`config.mk`:
```
export PLATFORM = sky130hd
export DESIGN_NAME = mole_controller
export DESIGN_NICKNAME = d
export VERILOG_FILES = /design/src/rtl/mole_controller.sv
export SDC_FILE = /design/constraint.sdc
export NUM_CORES = 1
export LEC_CHECK = 0
export ABC_AREA = 1
export CAP_MARGIN = 5
export CORE_MARGIN = 3
export CORE_UTILIZATION = 55
export CTS_CLUSTER_SIZE = 40
export DETAILED_ROUTE_END_ITERATION = 12
export GPL_TIMING_DRIVEN = 1
export MAX_ROUTING_LAYER = met4
export PLACE_DENSITY = 0.88
export SYNTH_ARGS = -nofsm -noshare
export SYNTH_HDL_FRONTEND = slang
export SYNTH_SLANG_ARGS = --single-unit
```
`constraint.sdc`:
```
create_clock -name clk -period 3.1 [get_ports clk]
set_clock_uncertainty 0.05 [all_clocks]
set_input_delay 0.465 -clock clk [delete_from_list [all_inputs] [get_ports clk]]
set_output_delay 0.465 -clock clk [all_outputs]
set_load 0.05 [all_outputs]
```
`src/rtl/mole_controller.sv`:
```
// Whack-a-mole game control: picks the lit hole from the LFSR value, times the mole, scores hits and misses.
// All outputs are registered and update one cycle after the deciding tick, hit or start.
module mole_controller #(
  parameter int UP_TICKS  = 800,
  parameter int GAP_TICKS = 300,
  parameter int MAX_MISS  = 5,
  parameter int TIMER_W   = 12
) (
  input  logic        clk,
  input  logic        rst,
  input  logic        tick,
  input  logic        start,
  input  logic [5:0]  rand_num,
  input  logic [15:0] hit_btn,
  output logic [15:0] mole_led,
  output logic [7:0]  score,
  output logic [3:0]  misses,
  output logic        game_over
);

  localparam logic [1:0] IDLE = 2'd0;
  localparam logic [1:0] GAP  = 2'd1;
  localparam logic [1:0] UP   = 2'd2;
  localparam logic [1:0] OVER = 2'd3;

  localparam logic [TIMER_W-1:0] GAP_LAST = TIMER_W'(GAP_TICKS - 1);
  localparam logic [TIMER_W-1:0] UP_LAST  = TIMER_W'(UP_TICKS - 1);
  localparam logic [3:0]         MISS_END = 4'(MAX_MISS);

  logic [1:0]         state;
  logic [TIMER_W-1:0] timer;
  // Index of the most recent mole; while UP it is also the lit hole.
  logic [3:0]         prev_idx;
  logic [3:0]         raw_idx;
  logic [3:0]         next_idx;
  logic               unused_rand;

  assign raw_idx     = rand_num[3:0];
  assign next_idx    = (raw_idx == prev_idx) ? raw_idx + 4'd1 : raw_idx;
  assign unused_rand = ^rand_num[5:4];

  always_ff @(posedge clk) begin
    if (rst) begin
      state     <= IDLE;
      timer     <= '0;
      prev_idx  <= 4'hF;
      mole_led  <= '0;
      score     <= '0;
      misses    <= '0;
      game_over <= 1'b0;
    end else if (start) begin
      // A restart from any state beats a hit or timeout in the same cycle.
      state     <= GAP;
      timer     <= '0;
      mole_led  <= '0;
      score     <= '0;
      misses    <= '0;
      game_over <= 1'b0;
    end else begin
      case (state)
        GAP: begin
          if (tick) begin
            if (timer == GAP_LAST) begin
              prev_idx <= next_idx;
              mole_led <= 16'd1 << next_idx;
              timer    <= '0;
              state    <= UP;
            end else begin
              timer <= timer + 1'b1;
            end
          end
        end
        UP: begin
          if (hit_btn[prev_idx]) begin
            if (score != 8'hFF) score <= score + 8'd1;
            mole_led <= '0;
            timer    <= '0;
            state    <= GAP;
          end else if (tick) begin
            if (timer == UP_LAST) begin
              misses   <= misses + 4'd1;
              mole_led <= '0;
              timer    <= '0;
              if (misses + 4'd1 == MISS_END) begin
                state     <= OVER;
                game_over <= 1'b1;
              end else begin
                state <= GAP;
              end
            end else begin
              timer <= timer + 1'b1;
            end
          end
        end
        default: begin
          mole_led <= '0;
        end
      endcase
    end
  end

endmodule

```
* Yosys cells after proc, flatten, opt, wreduce, memory -nomap -nowiden
Index checks and enable logic that the tools add are counted.
** Word-level totals
- Word-level logic and storage cells :: 65
- Output and inout bits :: 29
- Input bits :: 26
- Flip-flop bits (word level) :: 47
** Cells by class
- Add/subtract/negate cells :: 4
- Shifts and indexed selects :: 1
- Bitwise operators :: 2
- Reductions and logical operators :: 11
- $lt $le $gt $ge :: 1
- Multiplexer cells :: 23
- Equality and inequality tests :: 15
** Operators by type and width (count)
- two-way mux 16 bit :: 5
- two-way mux 12 bit :: 5
- one-hot mux 16 bit (2 select lines) :: 1
- one-hot mux 12 bit (2 select lines) :: 1
- left shift 1 x 4 -> 16 bit (first input constant) :: 1
- AND reduction 5 bit :: 3
- adder 12 x 1 -> 12 bit (second input constant) :: 1
- equality test 12 x 10 -> 1 bit (second input constant) :: 1
- equality test 12 x 9 -> 1 bit (second input constant) :: 1
- two-way mux 2 bit :: 6
- inequality test 3 bit (second input constant) :: 4
- AND reduction 4 bit :: 3
- adder 4 x 1 -> 4 bit (second input constant) :: 2
- adder 8 x 1 -> 8 bit (second input constant) :: 1
- inequality test 4 bit (second input constant) :: 2
- inequality test 8 bit (second input constant) :: 1
- AND reduction 3 bit :: 2
- less-than comparator 4 x 5 -> 1 bit (second input constant) :: 1
- binary-select mux 1 bit (select 4 bit) :: 1
- equality test 4 x 3 -> 1 bit (second input constant) :: 1
- equality test 4 bit :: 1
- two-way mux 4 bit :: 1
- inequality test 2 bit (second input constant) :: 2
- one-hot mux 2 bit (2 select lines) :: 1
- 7 further kinds :: 9

* Depth between registers and ports, before layout
- Word-level depth :: 8
- Depth in mapped cells :: 13
- Mapped depth without buffers :: 13

* Least setup slack after synthesis
No wires, ideal clock.
- Path kind :: register -> register
- Start :: register score[0]
- End :: register score[5]
- Cell stages (with the launch flop) :: 10
- Library setup time :: 70 ps
- Period minus slack after synthesis :: 1829 ps
- Buffers on the path :: 0
- Data arrival time :: 1709 ps
- Slack :: 1271 ps
- Required time :: 2980 ps
- Cells stage by stage :: dfxtp_1 -> ha_1 -> nand4_1 -> nor3_1 -> nor2_1 -> nand2_4 -> inv_1 -> nand3_1 -> o21ai_0 -> a21oi_1
** Between the ends
- Cells in the longest elaborated chain, start to end :: 2
- Elaborated cells on any way between the ends :: 3
- Classes of those cells :: add/sub (1); eq/ne (1); reduce/logical (1)
** RTL lines
- start: declaration :: RTL line 16 : output logic [7:0] score,
- start signal: assignment :: RTL line 75 : if (score != 8'hFF) score <= score + 8'd1;
- parallel branches: the longest is 2 deep, another holds adder 8 x 1 -> 8 bit
Parallel ways; which one is timed is not known.
A chain may end at the register's enable or synchronous reset.

* Worst setup path after layout
- Start :: register timer[0]
- End :: register mole_led[15]
** Between the ends
- Cells in the longest elaborated chain, start to end :: 3
- Elaborated cells on any way between the ends :: 5
- Classes of those cells :: eq/ne (4); reduce/logical (1)
** RTL lines
- start: declaration :: RTL line 31 : logic [TIMER_W-1:0] timer;
- start signal: assignment :: RTL line 69 : timer <= timer + 1'b1;
- start signal: assignment :: RTL line 91 : timer <= timer + 1'b1;
- equality test 12 x 10 -> 1 bit or equality test 12 x 9 -> 1 bit (tied branches) :: RTL line 80, 63
- inequality test 3 bit (no source line) or inequality test 2 bit (tied branches)
- AND reduction 4 bit (no source line) (*)
- end signal: assignment :: RTL line 65 : mole_led <= 16'd1 << next_idx;
- end: declaration :: RTL line 15 : output logic [15:0] mole_led,
Mark *: on every way between the ends. The rest lies on a longest branch, timed or not.

==> impl_metrics.tcl <==
set metrics [dict create \
    status "finished clean" \
    finalMaxSlewViolations 0 \
    root_buffer "clkbuf_8" \
    grt_pass1_vias 2801 \
    peakVddDrop_v 0.000277 \
    finalHoldViolCount 0 \
    final.setup.tns_ns 0 \
    setup_viol 0 \
    crit_type "reg -> reg" \
    drc 0 \
    crit_path_end_kind "flip-flop" \
    clk_pin_slew_ns 0.09 \
    internal-power_uw 928 \
    finalCritPeriodShare 0.751 \
    seq_power_share 0.489 \
    drtAntennaViolNets 0 \
    total_leakage_power_uw 0.00160 \
    whs_ns 0.418 \
    p_sw_frac 0.271 \
    fin_crit_ns 2.33 \
    synthDistinctLibCells 33 \
    io_pins 55 \
    finalNetCount 543 \
    track_usage 0.236 \
    syn_nets 492 \
    dr.pass1.iters 5 \
    syn_area_um2 2900 \
    synth-seq-area-share 0.325 \
    worstPathCellList "ha_1 > nand2_1 > nor2_1 > nand3_1 > nand3_1 > o21ai_2 > nor2_4 > nand2_1 > nand2_1 > nor2_1" \
    min_path_cells 2 \
    critical_path_required_ns 3.25 \
    synth_cells 461 \
    ctsResizeCount 0 \
    worstPathMaxFanout 32 \
    cts_tree "built" \
    slowest_delay_ns 0.50 \
    crit_family "simple AND/OR/NAND/NOR gates" \
    initial_core_util 0.590 \
    coreArea_um2 4910 \
    grt_first_pass_wirelength_mm 11.9 \
    area_growth_pct 22.9 \
    die_area_um2 6180 \
    htree_num_levels 2 \
    cts.path.max_buffers 2 \
    die_h_um 78.6 \
    slowest_stage "nor2_4" \
    maxSlewHeadroom 0.579 \
    postCtsSetupRepairBufs 0 \
    yosys_warnings 0 \
    cp-start-kind "flip-flop" \
    fp-row-count 25 \
    rsz0062_at_grt "no" \
    post_drt_wl_per_cell_um 11.5 \
    ys_seq_elements 47 \
    vias 2979 \
    place.gp.congestion 0.941 \
    wirelength_mm 6.67 \
    crit_top_cell "nand2_1" \
    diodes 0 \
    drive_gt1_frac 0.0547 \
    hpwl_mm 5.01 \
    finalNonFillerCells 579 \
    numPortBuffers 52 \
    worstMarginPinSlew_ns 0.630 \
    crit_buf_inv 0 \
    dp_cells 572 \
    fmax_mhz 430 \
    crit_arrival_ns 2.48 \
    ff2ff_path_depth 10 \
    switchingPower_uw 344 \
    grt-ovfl-total 0 \
    grt_max_degree 33 \
    hp-class "reg -> reg" \
    die_w_um 78.6 \
    postSynthAreaPerCell_um2 6.29 \
    antenna_found_initial 0 \
    cts_sinks 47 \
    power_frac_clock 0.348 \
    viasPerCell 5.15 \
    drv_cap 0 \
    cp.depth 10 \
    p_per_area_nw_per_um2 357 \
    holdBufCountCts 0 \
    combPwrFrac 0.163 \
    tritoncts.num_buffers 5 \
    drtIter0Drc 142 \
    clkLatencyLatePin_ns 0.30 \
]
worst paths after layout:
| kind | startpoint | end | slack, ns |
|---|---|---|---|
| setup / recovery | timer[0]$_SDFFE_PP0P_ | mole_led[15]$_SDFFE_PP0P_ | 0.77 |
| hold / removal | score[4]$_SDFFE_PP0P_ | score[4]$_SDFFE_PP0P_ | 0.42 |
| setup reg to reg | timer[0]$_SDFFE_PP0P_ | mole_led[15]$_SDFFE_PP0P_ | 0.77 |
| hold reg to reg | score[4]$_SDFFE_PP0P_ | score[4]$_SDFFE_PP0P_ | 0.42 |
power by group through the flow:
stage	logic, uW	registers (uW)	clock network, uW
global route	230	624	480
finish	208	622	443
detailed placement	207	636	0
CTS	208	622	454
floorplan	109	666	0
global placement	202	635	0
layout by cell type, fill, tap and decap left out, drive strengths merged, types with 3 or more instances in the layout:
master         Yosys  final
clkbuf             3      5
clkdlybuf4s50      0     52
inv               58     58
nand2            148    148
dfxtp             47     47
nor3              12     12
ha                 5      5
xor2              16     16
nand4             10     10
o21ai             15     15
o211ai             4      4
nand3             31     31
buf                8      3
a21oi             26     26
nor2              69     69
synthesized netlist by cell type, drive strengths merged:
library cell | count | area, um2
a211oi | 1 | 7.51
a21oi | 26 | 145
a22oi | 1 | 7.51
buf | 8 | 57.6
clkbuf | 3 | 11.3
clkinv | 1 | 3.75
dfxtp | 47 | 941
ha | 5 | 62.6
inv | 58 | 218
nand2 | 148 | 576
nand3 | 31 | 165
nand4 | 10 | 62.6
nor2 | 69 | 277
nor3 | 12 | 70.1
nor3b | 2 | 15.0
nor4 | 2 | 12.5
o211ai | 4 | 30.0
o21ai | 15 | 78.8
xnor2 | 2 | 17.5
xor2 | 16 | 140
stage by stage:
stage,power (uW),util,area (um2),setup WS (ns)
after CTS,1280,0.725,3560,0.811
after global placement,838,0.704,3460,0.619
after detailed placement,843,0.704,3460,0.588
final,1270,0.725,3560,0.773
after global routing,1330,0.725,3560,0.563
after floorplan,775,-,2900,1.27
cell families after synthesis:
family,synth area share
simple gates,0.406
buf+inv,0.100
compound gates,0.0928
flops,0.325
xor+xnor,0.0544
fa+ha+maj,0.0216
layout make-up:
type,instances,area (um2)
fill,441,1350
tap,67,83.8
sequential,47,941
timing repair buffer,55,543
clock inverter,2,37.5
multi-input combinational,344,1670
inverter,59,221
clock buffer,5,68.8
routing by layer:
| layer | vias up | GRT usage | wire length [um] |
|---|---|---|---|
| met5 | - | - | 0 |
| met3 | 12 | 0.0528 | 312 |
| li1 | 1552 | - | - |
| met4 | 0 | 0.0612 | 82 |
| met2 | 72 | 0.416 | 3250 |
| met1 | 1343 | 0.269 | 3030 |
flip-flops by register name (all words and copies together) (netlist names):
name and flops:
prev_idx 4, game_over 1, mole_led 16, timer 12, state 2, score 8, misses 4
worst reg2reg max path, delay by kind of cell, from the launching register on:
| family | cells | cell delay, ns |
|---|---|---|
| simple gates | 8 | 1.41 |
| flops | 1 | 0.42 |
| fa+ha+maj | 1 | 0.27 |
| compound gates | 1 | 0.08 |
(Power assumes the default switching activity.)
